[config.mk]
export PLATFORM = sky130hd
export DESIGN_NAME = armaria_io_controller
export DESIGN_NICKNAME = d
export VERILOG_FILES = /design/src/rtl/armaria_io_controller.sv
export SDC_FILE = /design/constraint.sdc
export NUM_CORES = 1
export LEC_CHECK = 0
export ABC_AREA = 1
export CAP_MARGIN = 0
export CORE_ASPECT_RATIO = 0.7
export CORE_MARGIN = 1.5
export CORE_UTILIZATION = 35
export CTS_BUF_LIST = sky130_fd_sc_hd__clkbuf_4
export DETAILED_ROUTE_END_ITERATION = 12
export REMOVE_ABC_BUFFERS = 1
export SETUP_SLACK_MARGIN = 0.05
export SYNTH_ARGS = -nofsm -noshare
export SYNTH_HDL_FRONTEND = slang
export SYNTH_SLANG_ARGS = --single-unit
[constraint.sdc]
create_clock -name fast_clock -period 3.3 [get_ports fast_clock]
set_input_delay 0.33 -clock fast_clock [delete_from_list [all_inputs] [get_ports fast_clock]]
set_output_delay 0.33 -clock fast_clock [all_outputs]
set_load 0.01 [all_outputs]
[src/rtl/armaria_io_controller.sv]
// CPU I/O controller: input capture and halt/resume handshake FSM, plus an
// output FIFO that drains into latched display channels at a paced rate.
module armaria_io_controller #(
    parameter int DATA_WIDTH  = 32,
    parameter int IO_WIDTH    = 16,
    parameter int CHANNELS    = 2,
    parameter int FIFO_DEPTH  = 4,
    parameter int HOLD_CYCLES = 4,
    localparam int CW = (CHANNELS > 1) ? $clog2(CHANNELS) : 1,
    localparam int AW = $clog2(FIFO_DEPTH)
) (
    input  logic                           fast_clock,
    input  logic                           reset,
    input  logic                           is_input,
    input  logic                           is_output,
    input  logic                           halt_request,
    input  logic [CW-1:0]                  channel,
    input  logic [DATA_WIDTH-1:0]          out_data,
    input  logic [IO_WIDTH-1:0]            sw,
    input  logic                           confirmation,
    input  logic                           resume,
    output logic                           enable,
    output logic [DATA_WIDTH-1:0]          in_data,
    output logic [CHANNELS*DATA_WIDTH-1:0] display,
    output logic [IO_WIDTH-1:0]            rled,
    output logic [AW:0]                    fifo_count,
    output logic [1:0]                     state
);

    localparam int HW = $clog2(HOLD_CYCLES) + 1;

    typedef enum logic [1:0] {
        S_IDLE    = 2'd0,
        S_WAIT_IN = 2'd1,
        S_HALTED  = 2'd2,
        S_RELEASE = 2'd3
    } state_t;

    state_t                r_state;
    logic                  r_conf_prev;
    logic                  r_resume_prev;
    logic [DATA_WIDTH-1:0] r_in_data;
    logic [DATA_WIDTH-1:0] r_disp [CHANNELS];
    logic [HW-1:0]         r_hold;
    logic [AW-1:0]         r_head;
    logic [AW-1:0]         r_tail;
    logic [AW:0]           r_count;
    logic [CW-1:0]         r_mem_ch   [FIFO_DEPTH];
    logic [DATA_WIDTH-1:0] r_mem_data [FIFO_DEPTH];

    logic                  w_conf_edge;
    logic                  w_resume_edge;
    logic                  w_full;
    logic                  w_empty;
    logic                  w_push;
    logic                  w_pop;
    logic [CW-1:0]         w_head_ch;
    logic [DATA_WIDTH-1:0] w_head_data;
    logic                  w_head_valid;

    assign w_conf_edge   = confirmation & ~r_conf_prev;
    assign w_resume_edge = resume & ~r_resume_prev;

    // Full is taken from the registered count, so a same-cycle pop never frees a slot for a push.
    assign w_full  = (r_count == (AW+1)'(FIFO_DEPTH));
    assign w_empty = (r_count == '0);
    assign w_push  = (r_state == S_IDLE) && is_output && !is_input && !halt_request && !w_full;
    assign w_pop   = !w_empty && (r_hold == '0);

    assign w_head_ch    = r_mem_ch[r_head];
    assign w_head_data  = r_mem_data[r_head];
    assign w_head_valid = (int'(w_head_ch) < CHANNELS);

    // NOTE: every path assigns enable after a default, so no latch is inferred.
    always_comb begin
        enable = 1'b0;
        case (r_state)
            S_IDLE:    enable = !(halt_request || is_input || (is_output && w_full));
            S_RELEASE: enable = 1'b1;
            default:   enable = 1'b0;
        endcase
    end

    // NOTE: state registers use non-blocking assignments so every flop samples pre-edge values.
    always_ff @(posedge fast_clock or posedge reset) begin
        if (reset) begin
            r_state       <= S_IDLE;
            r_in_data     <= '0;
            r_conf_prev   <= 1'b1;
            r_resume_prev <= 1'b1;
        end else begin
            r_conf_prev   <= confirmation;
            r_resume_prev <= resume;
            case (r_state)
                S_IDLE: begin
                    if (halt_request)  r_state <= S_HALTED;
                    else if (is_input) r_state <= S_WAIT_IN;
                end
                S_WAIT_IN: begin
                    if (w_conf_edge) begin
                        r_in_data <= DATA_WIDTH'(sw);
                        r_state   <= S_RELEASE;
                    end
                end
                S_HALTED: begin
                    if (w_resume_edge) r_state <= S_RELEASE;
                end
                default: r_state <= S_IDLE;
            endcase
        end
    end

    // NOTE: the storage array has no reset; r_count alone decides which entries are live.
    always_ff @(posedge fast_clock) begin
        if (w_push) begin
            r_mem_ch[r_tail]   <= channel;
            r_mem_data[r_tail] <= out_data;
        end
    end

    always_ff @(posedge fast_clock or posedge reset) begin
        if (reset) begin
            r_head  <= '0;
            r_tail  <= '0;
            r_count <= '0;
            r_hold  <= '0;
            for (int k = 0; k < CHANNELS; k++) r_disp[k] <= '0;
        end else begin
            if (w_push) r_tail <= r_tail + AW'(1);
            if (w_pop)  r_head <= r_head + AW'(1);
            case ({w_push, w_pop})
                2'b10:   r_count <= r_count + (AW+1)'(1);
                2'b01:   r_count <= r_count - (AW+1)'(1);
                default: r_count <= r_count;
            endcase
            // Entries addressed to a non-existent channel are dropped without starting a hold.
            if (w_pop && w_head_valid) r_hold <= HW'(HOLD_CYCLES - 1);
            else if (r_hold != '0)     r_hold <= r_hold - HW'(1);
            for (int k = 0; k < CHANNELS; k++) begin
                if (w_pop && int'(w_head_ch) == k) r_disp[k] <= w_head_data;
            end
        end
    end

    for (genvar k = 0; k < CHANNELS; k++) begin : g_disp
        assign display[k*DATA_WIDTH +: DATA_WIDTH] = r_disp[k];
    end

    assign rled       = r_disp[0][IO_WIDTH-1:0];
    assign in_data    = r_in_data;
    assign fifo_count = r_count;
    assign state      = r_state;

endmodule

==> results.md <==
* Number of cells upsized or downsized after cts at 0
* GRT Resource Usage Total at 16.0%
* Worst Path Buf+Inv at 2
* Synthesized instance count at 991
* Die span in x at 202 um
* Met1 global-route usage at 21.9%
* Number of buffers inserted for hold repair after clock tree synthesis at 0
* Mapped Area at 9730 um2
* Hold WC Path Type: input port to asynchronous set/reset pin
* DRC violation total after the first TritonRoute iteration at 339
* DRC at 0
* Die height at 142 um
* Number of nets in the layout at 1228
* Global route hottest layer: met2
* Core Area at 27000 um2
* Highest-delay cell along the critical path: clkdlybuf4s50_1
* Total power density per cell area at 857 nW/um2
* Maximum number of buffers from clock root to sink at 3
* Number of buffers inserted during clock tree synthesis at 56
* Detailed-route vias per instance at 4.32
* Worst EP required at 2.97 ns
* Worst slew pin tran at 0.953 ns
* Leakage component of the power at 5.73 nW
* DRT Pass-1 Iters at 5
* Final Hold Violating Endpoints at 0
* Post-layout minimum cycle time at 2.70 ns
* FMAX at 371 MHz
* Vias after detailed routing at 6806
* Buffers inserted by post-CTS timing repair at 0
* IO Pins at 174
* RSZ-0062 raised after global routing: no
* Clock slew at reported path FFs at 0.08 ns
* Placed Instance Area at 11600 um2
* Start of the worst register-to-register path: state[0]
* Share of cells above drive strength 1 at 10.0%
* Dominant cell type by area after synthesis: edfxtp_1
* Worst reg-to-reg setup slack at 0.92 ns
* Die footprint at 28800 um2
* Met2 usage at 23.8%
* Final Total Pwr at 0.0105 W
* Worst setup path class: flop to primary output
* Post-placement cell count at 1466
* Worst ir drop on vdd at 0.519 mV
* Startpoint of the worst setup timing path: state[0]
* Htree depth at 2
* Crit share post-route at 81.7%
* TritonCTS clock tree: done
* Most common cell after layout, fill and taps aside: nand2_1
* Insertion delay to the later sink of the worst-skew pair at 0.70 ns
* Number of violations of the max-capacitance limit at 0
* Total of endpoints with negative setup slack in the final report at 0
* Cell breakdown of the critical path: inv_1 -> ha_1 -> nand2_1 -> nor2_1 -> a21oi_1 -> nor2_1 -> clkdlybuf4s50_1
* Total of buffers placed on input and output ports at 157
* Largest fanout on the critical path at 4
* Post-Route Setup TNS at 0 ns
* R2r worst-path depth at 11
* Final non-filler cell total at 1575
* Cell repeated most along the worst path: nor2_1
* Data arrival time of the worst path at 2.37 ns
* Commonest cells after routing, fill and taps aside: nand2_1 (327), inv_1 (163), clkdlybuf4s50_1 (157), nand3_1 (136), edfxtp_1 (132)
* Total grt overflow at 0
* Mean post-synth cell area at 9.81 um2
* Starting density of the core at 36.0%
* Max Clock Skew at 0.0448 ns
* Crit path capture type: primary output
* Share of the yosys chip area belonging to registers at 65.0%
* Max-slew violations at 0
* Num rows at 50
* Run status: completed
* CTS sink cnt at 226
* Critical Path Max Stage Delay at 0.54 ns
* Top cell family by delay on the critical path: buffers and inverters
* Setup ws final at 0.604 ns
* Worst slack after detailed placement at 0.814 ns
* Count of synthesis-stage warnings from yosys at 0
* Reg-to-reg critical path endpoint: fifo_count[2]
* Root buffer cell: clkbuf_4
* Post-synthesis cell type count at 25
* Share of Yosys cell area claimed by the top area cell type at 40.8%
* Overall routed net length at 22500 um
* Remaining antenna violation count after routing at 0
* Startpoint type of the worst setup path: flop
* First-pass GRT wire length at 35900 um
* Number of storage elements in the synthesis netlist at 226
* Top area cells in the synthesized netlist: edfxtp_1 (41%), dfrtp_1 (24%), nand2_1 (13%), nand3_1 (7.0%), inv_1 (6.3%)
* Routability Congestion at 0.717
* Post-route design area at 12300 um2
* Initial antenna violation count at 6
* Max-slew headroom at 36.3%
* Area added between synthesis and finish at 26.2%
* Maximum number of pins on one net before global-route repair at 59
* Detailed Place HPWL at 13600 um
* Met3 track utilization from global routing at 5.17%
* Vias in the first global route at 6647
* Wire length per cell after detailed routing at 14.3 um
==> state kept, by name, summed over array words and instances, names as in the netlist <==
signal	count
r_conf_prev	1
display	64
r_tail	2
r_mem_ch	4
r_hold	3
in_data	16
r_resume_prev	1
r_head	2
state	2
r_mem_data	128
fifo_count	3
==> area by class of cell <==
class | instances | area [um2]
sequential | 226 | 6320
antenna | 3 | 7.51
clock inverter | 25 | 106
multi-input combinational | 537 | 2420
clock buffer | 81 | 608
timing repair buffer | 172 | 1730
inverter | 167 | 629
fill | 2595 | 14700
tap | 364 | 455
==> cell families (layout without fill, tap and decap cells) <==
| group | after synthesis | in the layout | share of synthesized area, % |
|---|---|---|---|
| AND/OR/NAND/NOR | 476 | 476 | 20.2 |
| buffers and inverters | 243 | 445 | 11.1 |
| flip-flops | 226 | 226 | 65.0 |
| AO/OA/AOI/OAI | 28 | 28 | 1.57 |
| adder cells (fa/ha/maj) | 12 | 12 | 1.62 |
| XOR/XNOR | 4 | 4 | 0.360 |
| other | 1 | 19 | 0.0386 |
| multiplexers | 1 | 1 | 0.116 |
==> layer usage <==
layer	up-vias	share of wire (%)
li1	3448	-
met1	3103	47
met2	213	43
met3	38	7.6
met4	4	1.6
met5	-	0.12
==> synth_stat cells <==
cell      number
o22ai_1        1
nand2_1      328
mux2_2         1
xnor2_1        1
buf_4         34
nor2_2         1
fa_1           1
ha_1          11
inv_2          3
xor2_1         3
a21oi_1        5
buf_2         26
inv_1        164
a21oi_4        1
conb_1         1
dfstp_2        2
o21ai_0       21
nor2_1         8
buf_6          1
nand3_1      136
buf_1          4
dfrtp_1       92
edfxtp_1     132
nand2_2        3
clkbuf_1      11
==> power breakdown <==
| part | total, W | switching, W | internal, W |
|---|---|---|---|
| logic | 0.00416 | 0.00235 | 0.00181 |
| clock network | 0.00230 | 0.00116 | 0.00114 |
| registers | 0.00406 | 0.000448 | 0.00361 |
| total | 0.0105 | 0.00396 | 0.00656 |
==> how the worst max path moves through the flow <==
stage                          to  depth (start not counted)
floorplan              display[0]                          7
global placement    fifo_count[2]                         11
detailed placement  fifo_count[2]                         11
CTS                        enable                          7
global route               enable                          7
finish                     enable                          7
==> through the flow <==
step | utilization [%] | hold WS (ns)
2_1_floorplan | - | 0.334
3_3_place_gp | 42.8 | 0.456
3_5_place_dp | 42.8 | 0.459
4_1_cts | 45.4 | 0.0463
5_1_grt | 45.4 | 0.0674
6_report | 45.4 | 0.112
No activity file was read; power rests on OpenSTA's default activity.
